**config.mk**
```make
export PLATFORM = sky130hd
export DESIGN_NAME = dot_max_scheduler
export DESIGN_NICKNAME = d
export VERILOG_FILES = /design/src/rtl/dot_max_scheduler.sv
export SDC_FILE = /design/constraint.sdc
export NUM_CORES = 1
export LEC_CHECK = 0
export ABC_CLOCK_PERIOD_IN_PS = 5190
export BUFFER_PORTS_ARGS = -buffer_cell sky130_fd_sc_hd__buf_2
export CORE_MARGIN = 2
export CORE_UTILIZATION = 55
export CTS_CLUSTER_SIZE = 10
export DETAILED_ROUTE_END_ITERATION = 12
export PLACE_DENSITY = 0.89
export SETUP_SLACK_MARGIN = 0.02
export SLEW_MARGIN = 20
export SYNTH_ARGS = -nofsm -noshare
export SYNTH_HDL_FRONTEND = slang
export SYNTH_SLANG_ARGS = --single-unit
```
**constraint.sdc**
```tcl
create_clock -name clk -period 5.19 [get_ports clk]
set_input_delay 0 -clock clk [delete_from_list [all_inputs] [get_ports clk]]
set_output_delay 0 -clock clk [all_outputs]
set_load 0.01 [all_outputs]
```
**src/rtl/dot_max_scheduler.sv**
```systemverilog
// Two-requester round-robin sequencer for a nibble dot-product datapath.
// One lane multiply-accumulate per cycle; tracks a running maximum of results.
module dot_max_scheduler #(
    parameter int LANES = 4,
    parameter int NIB   = 4,
    parameter int VEC_W = LANES * NIB,
    parameter int ACC_W = 2 * NIB + $clog2(LANES)
) (
    input  logic             clk,
    input  logic             rst_n,
    input  logic             req0_valid,
    output logic             req0_ready,
    input  logic [VEC_W-1:0] req0_w,
    input  logic [VEC_W-1:0] req0_x,
    input  logic             req1_valid,
    output logic             req1_ready,
    input  logic [VEC_W-1:0] req1_w,
    input  logic [VEC_W-1:0] req1_x,
    input  logic             clear_max,
    output logic             res_valid,
    output logic             res_src,
    output logic [ACC_W-1:0] res_dot,
    output logic             res_new_max,
    output logic [ACC_W-1:0] res_max,
    output logic             busy
);
    localparam int IDX_W = $clog2(LANES);

    typedef enum logic [1:0] {IDLE, MAC, DONE} state_t;

    state_t           state_reg, state_next;
    logic [IDX_W-1:0] idx_reg;
    logic [VEC_W-1:0] w_reg, x_reg;
    logic [ACC_W-1:0] acc_reg, res_dot_reg, res_max_reg;
    logic             res_src_reg, last_grant_reg;
    logic             grant, accept, last_lane;
    logic [ACC_W-1:0] acc_sum;
    logic [ACC_W-1:0] lane_prod [LANES];

    // All lane products are formed in parallel; the MAC walks them by index.
    generate
        for (genvar gi = 0; gi < LANES; gi++) begin : g_lane
            logic [2*NIB-1:0] prod;
            assign prod = w_reg[gi*NIB +: NIB] * x_reg[gi*NIB +: NIB];
            assign lane_prod[gi] = {{(ACC_W-2*NIB){1'b0}}, prod};
        end
    endgenerate

    assign acc_sum   = acc_reg + lane_prod[idx_reg];
    assign last_lane = (idx_reg == IDX_W'(LANES - 1));

    // On contention the requester not served last time wins.
    always_comb begin
        grant = req1_valid;
        if (req0_valid && req1_valid) begin
            grant = ~last_grant_reg;
        end
        accept = (state_reg == IDLE) && (req0_valid || req1_valid);
    end

    always_comb begin
        state_next = state_reg;
        case (state_reg)
            IDLE:    if (accept) state_next = MAC;
            MAC:     if (last_lane) state_next = DONE;
            DONE:    state_next = IDLE;
            default: state_next = IDLE;
        endcase
    end

    assign req0_ready  = accept && !grant;
    assign req1_ready  = accept && grant;
    assign res_valid   = (state_reg == DONE);
    assign res_new_max = res_valid && (acc_reg > res_max_reg);
    assign res_dot     = res_dot_reg;
    assign res_src     = res_src_reg;
    assign res_max     = res_max_reg;
    assign busy        = (state_reg != IDLE);

    always_ff @(posedge clk) begin
        if (!rst_n) begin
            state_reg      <= IDLE;
            idx_reg        <= '0;
            w_reg          <= '0;
            x_reg          <= '0;
            acc_reg        <= '0;
            res_dot_reg    <= '0;
            res_max_reg    <= '0;
            res_src_reg    <= 1'b0;
            last_grant_reg <= 1'b1;
        end else begin
            state_reg <= state_next;
            if (accept) begin
                w_reg          <= grant ? req1_w : req0_w;
                x_reg          <= grant ? req1_x : req0_x;
                res_src_reg    <= grant;
                last_grant_reg <= grant;
                acc_reg        <= '0;
                idx_reg        <= '0;
            end else if (state_reg == MAC) begin
                acc_reg <= acc_sum;
                idx_reg <= idx_reg + 1'b1;
                if (last_lane) begin
                    res_dot_reg <= acc_sum;
                end
            end
            // Clear beats a simultaneous new maximum.
            if (clear_max) begin
                res_max_reg <= '0;
            end else if (res_new_max) begin
                res_max_reg <= acc_reg;
            end
        end
    end
endmodule

```
==> results of run 1 <==
-- kinds of logic after synthesis --
kind of cell | after synthesis | synth area share
simple gates | 197 | 0.186
mux | 18 | 0.0517
compound gates | 129 | 0.183
flops | 68 | 0.263
xor+xnor | 22 | 0.0372
fa+ha+maj | 84 | 0.228
buf+inv | 64 | 0.0512
-- critical path, stage by stage, from the launching register on --
cell and delay [ns]:
sky130_fd_sc_hd__dfxtp_1 0.43, sky130_fd_sc_hd__nand2_1 0.11, sky130_fd_sc_hd__fa_1 0.57, sky130_fd_sc_hd__inv_1 0.07
sky130_fd_sc_hd__fa_1 0.57, sky130_fd_sc_hd__inv_1 0.07, sky130_fd_sc_hd__fa_1 0.46, sky130_fd_sc_hd__inv_1 0.08
sky130_fd_sc_hd__a21o_1 0.12, sky130_fd_sc_hd__a21oi_1 0.08, sky130_fd_sc_hd__xnor2_1 0.18, sky130_fd_sc_hd__mux4_2 0.53
sky130_fd_sc_hd__ha_1 0.36, sky130_fd_sc_hd__a21oi_1 0.37, sky130_fd_sc_hd__nor2b_1 0.08, sky130_fd_sc_hd__nor2_1 0.17
sky130_fd_sc_hd__o221ai_1 0.14, sky130_fd_sc_hd__a31oi_1 0.18
-- cells in the mapped netlist, types with 6 or more instances --
master and number:
sky130_fd_sc_hd__mux4_2 7, sky130_fd_sc_hd__a21o_1 12, sky130_fd_sc_hd__dfxtp_1 68, sky130_fd_sc_hd__and2_1 53, sky130_fd_sc_hd__o21ai_0 7, sky130_fd_sc_hd__nor2_1 12
sky130_fd_sc_hd__a21oi_1 28, sky130_fd_sc_hd__buf_2 11, sky130_fd_sc_hd__a22oi_1 13, sky130_fd_sc_hd__xnor2_1 21, sky130_fd_sc_hd__ha_1 67, sky130_fd_sc_hd__nor2b_1 17
sky130_fd_sc_hd__fa_1 17, sky130_fd_sc_hd__inv_1 40, sky130_fd_sc_hd__a22o_1 12, sky130_fd_sc_hd__mux2i_1 11, sky130_fd_sc_hd__a222oi_1 13, sky130_fd_sc_hd__clkbuf_1 11
sky130_fd_sc_hd__nand2_1 94, sky130_fd_sc_hd__nand3_1 6
-- final cells by class --
type                            instances  area, um2
Clock buffer                           10        138
Inverter                               40        150
Tap cell                              111        139
Clock inverter                          6        111
Sequential cell                        68       1360
Fill cell                             634       2630
Multi-Input combinational cell        450       3550
Timing Repair Buffer                  159       1120
-- metal layers --
layer,routed length [um],part of all wire
met1,5590,0.35
met2,8370,0.52
met3,1170,0.073
met4,1030,0.064
met5,0,0
-- layout by cell type, fill, tap and decap left out, types with 6 or more instances in the layout --
| master | netlist | routed |
|---|---|---|
| sky130_fd_sc_hd__nand2_1 | 94 | 94 |
| sky130_fd_sc_hd__buf_2 | 11 | 94 |
| sky130_fd_sc_hd__dfxtp_1 | 68 | 68 |
| sky130_fd_sc_hd__ha_1 | 67 | 67 |
| sky130_fd_sc_hd__dlygate4sd3_1 | 0 | 64 |
| sky130_fd_sc_hd__and2_1 | 53 | 53 |
| sky130_fd_sc_hd__inv_1 | 40 | 40 |
| sky130_fd_sc_hd__a21oi_1 | 28 | 28 |
| sky130_fd_sc_hd__xnor2_1 | 21 | 21 |
| sky130_fd_sc_hd__fa_1 | 17 | 17 |
| sky130_fd_sc_hd__nor2b_1 | 17 | 16 |
| sky130_fd_sc_hd__a22oi_1 | 13 | 13 |
| sky130_fd_sc_hd__a222oi_1 | 13 | 13 |
| sky130_fd_sc_hd__a21o_1 | 12 | 12 |
| sky130_fd_sc_hd__nor2_1 | 12 | 12 |
| sky130_fd_sc_hd__a22o_1 | 12 | 12 |
| sky130_fd_sc_hd__mux2i_1 | 11 | 11 |
| sky130_fd_sc_hd__clkbuf_8 | 0 | 10 |
| sky130_fd_sc_hd__o21ai_0 | 7 | 7 |
| sky130_fd_sc_hd__mux4_2 | 7 | 7 |
| sky130_fd_sc_hd__nand3_1 | 6 | 6 |
-- worst max-delay path by stage --
| stage | startpoint | end | slack (ns) | cells past startpoint |
|---|---|---|---|---|
| 5_1_grt | w_reg[4] | res_dot[9] | 0.38 | 17 |
| 3_3_place_gp | w_reg[12] | acc_reg[9] | 0.99 | 17 |
| 4_1_cts | w_reg[8] | acc_reg[9] | 0.78 | 17 |
| 2_1_floorplan | w_reg[12] | acc_reg[8] | 1.15 | 16 |
| 3_5_place_dp | w_reg[8] | res_dot[9] | 0.79 | 17 |
| 6_report | w_reg[4] | res_dot[9] | 0.55 | 17 |
-- power groups by stage --
stage	logic [mW]	registers [mW]	clock network (mW)
after detailed placement	0.198	0.592	0
after CTS	0.250	0.581	0.552
final	0.272	0.584	0.558
after floorplan	0.140	0.579	0
after global placement	0.189	0.589	0
after global routing	0.290	0.587	0.581
-- per-stage QoR --
step / total power, mW / hold slack [ns] / cell area, um2
finish: 1.41 / 0.0456 / 6570
global route: 1.46 / 0.0723 / 6570
CTS: 1.38 / 0.0133 / 6550
detailed placement: 0.790 / 0.227 / 5680
global placement: 0.778 / 0.220 / 5680
floorplan: 0.719 / 0.129 / 5180
-- what timing repair did --
| action | CTS | global route |
|---|---|---|
| gates resized for setup | 0 | 0 |
| endpoints found under the hold margin | 31 | 1 |
| setup buffers | 0 | 0 |
| hold buffers | 62 | 2 |
==> impl_metrics.csv, run 1 <==
group,metric,value,unit
status,status,"completed",
worst_setup_path,setup.worst_path.start_class,"flop",
global_routing,grt_first_pass_wirelength,24600,um
timing,fin_tns_setup,0,ns
power_and_ir_drop,combPwrFrac,0.192,
final_layout,layoutNonFillerInstCount,844,
synth,syn_nets,735,
synth,synth_top_area_share,0.263,
drt,drt-initial-drc-count,442,
worst_setup_path,crit_fanout,5,
synth,flip_flop_cell_with_the_highest_count_after_synthesis,"sky130_fd_sc_hd__dfxtp_1",
final_layout,area_delta_synth_final,26.9,%
placed_design,pre_cts_ws,0.792,ns
placed_design,dp_hpwl,9760,um
clock_network,clk_transition_reported_paths,0.09,ns
timing,period_share,0.895,
worst_setup_path,critPathRequiredTime,5.48,ns
worst_setup_path,crit-reg2reg-launch,"w_reg[4]",
placed_design,last_weighted_congestion_value_of_the_routability_driven_placer,0.939,
drt,final_routed_wire_length_divided_by_cell_count,19.2,um
timing,worst_pin_slew,0.987,ns
clock_network,clock_tree.root_cell,"sky130_fd_sc_hd__clkbuf_8",
clock_network,clockBufferDepth,2,
synth,synthesis.instances,582,
power_and_ir_drop,p_switching,0.395,mW
final_layout,layout-drive-gt1-share,0.175,
power_and_ir_drop,register_share_of_total_power,0.413,
synth,yosysTopAreaCell,"sky130_fd_sc_hd__dfxtp_1",
global_routing,grt_use_met2,0.574,
synth,synthesis.yosys.warnings,0,
clock_network,clk_sinks,68,
drt,drt_first_pass_iters,10,
drt,drtAntennaViolNets,0,
placed_design,placed_cells_incl_taps,764,
clock_network,numCtsBuffers,9,
timing,drv_slew,0,
final_layout,inserted_diodes,0,
worst_setup_path,crit_path_kind,"flop to flop",
global_routing,grt_max_degree,37,
timing,report.final.setup_viol,0,
clock_network,tritoncts,"yes",
drt,num_vias,5186,
drt,viasPerCell,6.14,
synth,synth_area_per_cell,8.89,um2
floorplan,core_area,9200,um2
synth,post_synth_instance_area,5180,um2
timing,finalWorstPathRequiredPeriod,4.64,ns
worst_setup_path,critPathCaptureType,"flop",
floorplan,floorplan.die.width,101,um
worst_setup_path,rr_endpoint,"res_dot[9]",
global_routing,grtUsageMet1,0.320,
global_routing,met3_usage,0.0652,
timing,fin_ws,0.547,ns
floorplan,initial_utilization,0.563,
power_and_ir_drop,power.static_leakage,3.14,nW
worst_hold_path,hold_depth,4,
clock_network,clk-insertion-delay-late,0.37,ns
global_routing,antenna_found_initial,0,
synth,synth.yosys.seq_area_share,0.263,
synth,synth-edff-count,0,
drt,detail_route.wirelength,16200,um
power_and_ir_drop,power_density,215,nW/um2
timing,fin_skew,0.0144,ns
clock_network,ctsHtreeMaxLevel,3,
timing,final_hold_viol_count,0,
flow_run,max_cap_viol_count,0,
global_routing,grt_overflow_total,0,
worst_hold_path,worst_hold_startpoint,"clear_max",
final_layout,post-route-util,0.714,
global_routing,grt_util_all_layers,0.314,
floorplan,floorplan.io_pins,95,
power_and_ir_drop,internal_power,1.02,mW
worst_setup_path,setup_slack_on_the_worst_flop_to_flop_path,0.55,ns
global_routing,gr-max-usage-layer,"met2",
power_and_ir_drop,clkPwrFrac,0.395,
timing,rsz0062_at_grt,"no",
floorplan,die_h,101,um
final_layout,finalNetCount,881,
worst_hold_path,worst_hold_path_type,"primary input to flop",
global_routing,first_global_vias,5210,
synth,ys_top_cells_by_area,"sky130_fd_sc_hd__dfxtp_1, sky130_fd_sc_hd__ha_1, sky130_fd_sc_hd__nand2_1, sky130_fd_sc_hd__fa_1, sky130_fd_sc_hd__and2_1",
worst_setup_path,worst-endpoint-arrival,4.94,ns
worst_hold_path,min_delay_worst_endpoint,"res_max[9]",
synth,async_flop_share,0,
placed_design,buffer_ports.inserted,94,
timing,slew-limit-headroom,0.342,
floorplan,floorplan.die_area,10200,um2
synth,post_synth_num_cell_types,47,
drt,remaining_drc_errors,0,
power_and_ir_drop,ir_drop,172,uV
floorplan,rows,35,
worst_setup_path,worst_reg_to_reg_cells,17,
power_and_ir_drop,swShare,0.279,
timing,timing.fmax,215,MHz
synth,ys_ff_latch,68,
Power figures use the tool's default switching activity.
==> inputs of run 2 (changes only) <==
--- a/config.mk
+++ b/config.mk
@@ -11,7 +11,7 @@
 export CORE_UTILIZATION = 55
 export CTS_CLUSTER_SIZE = 10
 export DETAILED_ROUTE_END_ITERATION = 12
-export PLACE_DENSITY = 0.89
+export PLACE_DENSITY = 0.79
 export SETUP_SLACK_MARGIN = 0.02
 export SLEW_MARGIN = 20
 export SYNTH_ARGS = -nofsm -noshare
==> run 2 against run 1 <==
Final cell count did not move. Worst setup slack improved by 0.17 ns. Clock-buffer cell count rose by 2. Clock skew fell by 0.0060 ns. Sequential cell count did not move.
==> impl_metrics.csv, run 2 (synthesis results as in run 1) <==
group,metric,value,unit
timing,fin_skew,0.00848,ns
drt,drt-initial-drc-count,351,
timing,worst_hold_slack,0.0535,ns
worst_setup_path,critPathRequiredTime,5.43,ns
worst_setup_path,worst_reg_to_reg_cells,17,
final_layout,layout-drive-gt1-share,0.172,
drt,final_routed_wire_length_divided_by_cell_count,17.0,um
clock_network,tritoncts,"yes",
worst_setup_path,crit_path_kind,"flop to flop",
drt,drtAntennaViolNets,0,
status,status,"completed",
global_routing,antenna_found_initial,0,
global_routing,grt_max_degree,37,
worst_setup_path,crit_path_max_incr_delay,0.56,ns
floorplan,core_area,9200,um2
timing,report.final.setup_viol,0,
clock_network,clock_tree.root_cell,"sky130_fd_sc_hd__clkbuf_8",
drt,remaining_drc_errors,0,
placed_design,dp_hpwl,9480,um
clock_network,clk-insertion-delay-late,0.35,ns
floorplan,floorplan.die.width,101,um
clock_network,numCtsBuffers,9,
floorplan,rows,35,
worst_setup_path,worst-endpoint-arrival,4.71,ns
final_layout,final.fill_count,645,
worst_setup_path,crit_fanout,5,
placed_design,last_weighted_congestion_value_of_the_routability_driven_placer,0.906,
worst_hold_path,worst_hold_startpoint,"clear_max",
final_layout,layoutNonFillerInstCount,844,
drt,detail_route.wirelength,14300,um
worst_setup_path,worst-path-stages,17,
worst_hold_path,min_delay_worst_endpoint,"res_max[2]",
worst_setup_path,critPathCaptureType,"flop",
final_layout,multiInputGateArea,3550,um2
floorplan,die_h,101,um
final_layout,inserted_diodes,0,
timing,rsz0062_at_grt,"no",
drt,viasPerCell,5.83,
worst_setup_path,crit_chain,"nand2_1 -> fa_1 -> inv_1 -> fa_1 -> inv_1 -> fa_1 -> inv_1 -> a21o_1 -> a21oi_1 -> xnor2_1 -> mux4_2 -> ha_1 -> a21oi_1 -> nor2b_1 -> nor2_1 -> a211oi_1 -> mux2i_1",
power_and_ir_drop,power_density,205,nW/um2
worst_setup_path,crit_path_top_delay_cell,"sky130_fd_sc_hd__fa_1",
worst_hold_path,worst_hold_path_type,"primary input to flop",
timing,fin_tns_setup,0,ns
power_and_ir_drop,total_power,1.34,mW
floorplan,floorplan.io_pins,95,
clock_network,clockBufferDepth,2,
worst_setup_path,setup.worst_path.start_class,"flop",
final_layout,most-common-layout-cells,"sky130_fd_sc_hd__nand2_1, sky130_fd_sc_hd__buf_2, sky130_fd_sc_hd__dfxtp_1",
timing,timing.fmax,224,MHz
timing,slew-limit-headroom,0.357,
clock_network,ctsHtreeMaxLevel,3,
worst_setup_path,crit-reg2reg-launch,"w_reg[12]",
global_routing,grt_first_pass_wirelength,23300,um
drt,num_vias,4922,
global_routing,grt_util_all_layers,0.294,
timing,worst_pin_slew,0.963,ns
power_and_ir_drop,power.static_leakage,3.13,nW
worst_setup_path,path_delay_family,"adder cells",
global_routing,grt_overflow_total,0,
placed_design,placed_cells_incl_taps,764,
worst_setup_path,cp_buf_inv_count,3,
clock_network,clk_transition_reported_paths,0.08,ns
floorplan,floorplan.die_area,10200,um2
timing,period_share,0.862,
final_layout,finalNetCount,881,
global_routing,first_global_vias,4986,
timing,finalWorstPathRequiredPeriod,4.47,ns
final_layout,post-route-util,0.711,
final_layout,layout.area.seq,1360,um2
timing,final_hold_viol_count,0,
worst_setup_path,setup_slack_on_the_worst_flop_to_flop_path,0.72,ns
clock_network,clk_sinks,68,
floorplan,initial_utilization,0.563,
worst_setup_path,rr_endpoint,"acc_reg[9]",
worst_hold_path,hold_depth,4,
flow_run,max_cap_viol_count,0,
placed_design,buffer_ports.inserted,94,
timing,drv_slew,0,
drt,drt_first_pass_iters,5,
final_layout,area_delta_synth_final,26.3,%
power_and_ir_drop,ir_drop,130,uV
==> run 2: changes by cell type in the layout (fill, tap and decap cells not counted), sizes merged <==
cell,delta
bufinv,-1
clkinv,-1
clkbuf,+2
==> run 2: power by group <==
| group | internal [mW] | switching (mW) | total [mW] | leakage, nW |
|---|---|---|---|---|
| sequential | 0.548 | 0.0334 | 0.581 | 0.555 |
| clock | 0.284 | 0.212 | 0.496 | 0.107 |
| combinational | 0.138 | 0.125 | 0.263 | 2.46 |
==> run 2: worst max-delay path by stage <==
stage,from,end,slack (ns)
6_report,w_reg[12],acc_reg[9],0.72
5_1_grt,w_reg[12],res_dot[9],0.44
4_1_cts,x_reg[15],acc_reg[9],0.77
3_5_place_dp,x_reg[15],acc_reg[9],0.80
3_3_place_gp,x_reg[3],acc_reg[9],0.98
2_1_floorplan,w_reg[12],acc_reg[8],1.15
==> run 2: layout make-up <==
type	count	area share
clock inverters	4	0.0111
clock buffers	12	0.0222
repair buffers	159	0.171
multi-input cells	450	0.543
well taps	111	0.0212
inverters	40	0.0230
flip-flops and latches	68	0.208
==> run 2: worst register-to-register path, delay by kind of cell (launching register included) <==
kind | cells | cell delay (ns)
xor+xnor | 1 | 0.14
buf+inv | 3 | 0.20
compound gates | 4 | 0.71
flops | 1 | 0.39
simple gates | 3 | 0.42
mux | 2 | 0.61
fa+ha+maj | 4 | 1.91
==> run 2: timing repair <==
item,in CTS,in global routing
setup buffers,0,0
hold buffers,64,0
endpoints found under the hold margin,32,0
gates resized for setup,0,0
==> run 2: layer usage <==
layer	up-vias	share of wire	GRT usage	wire length, um
met5	-	0	0	0
met4	0	0.040	0.142	567
met3	49	0.059	0.0548	849
met2	191	0.50	0.503	7140
met1	2341	0.40	0.354	5750
li1	2341	-	-	-
==> run 2: stage by stage <==
stage / worst slack, ns / area (um2)
after floorplan: 1.15 / 5180
after global placement: 0.979 / 5680
after detailed placement: 0.799 / 5680
after CTS: 0.766 / 6540
after global routing: 0.437 / 6540
final: 0.717 / 6540
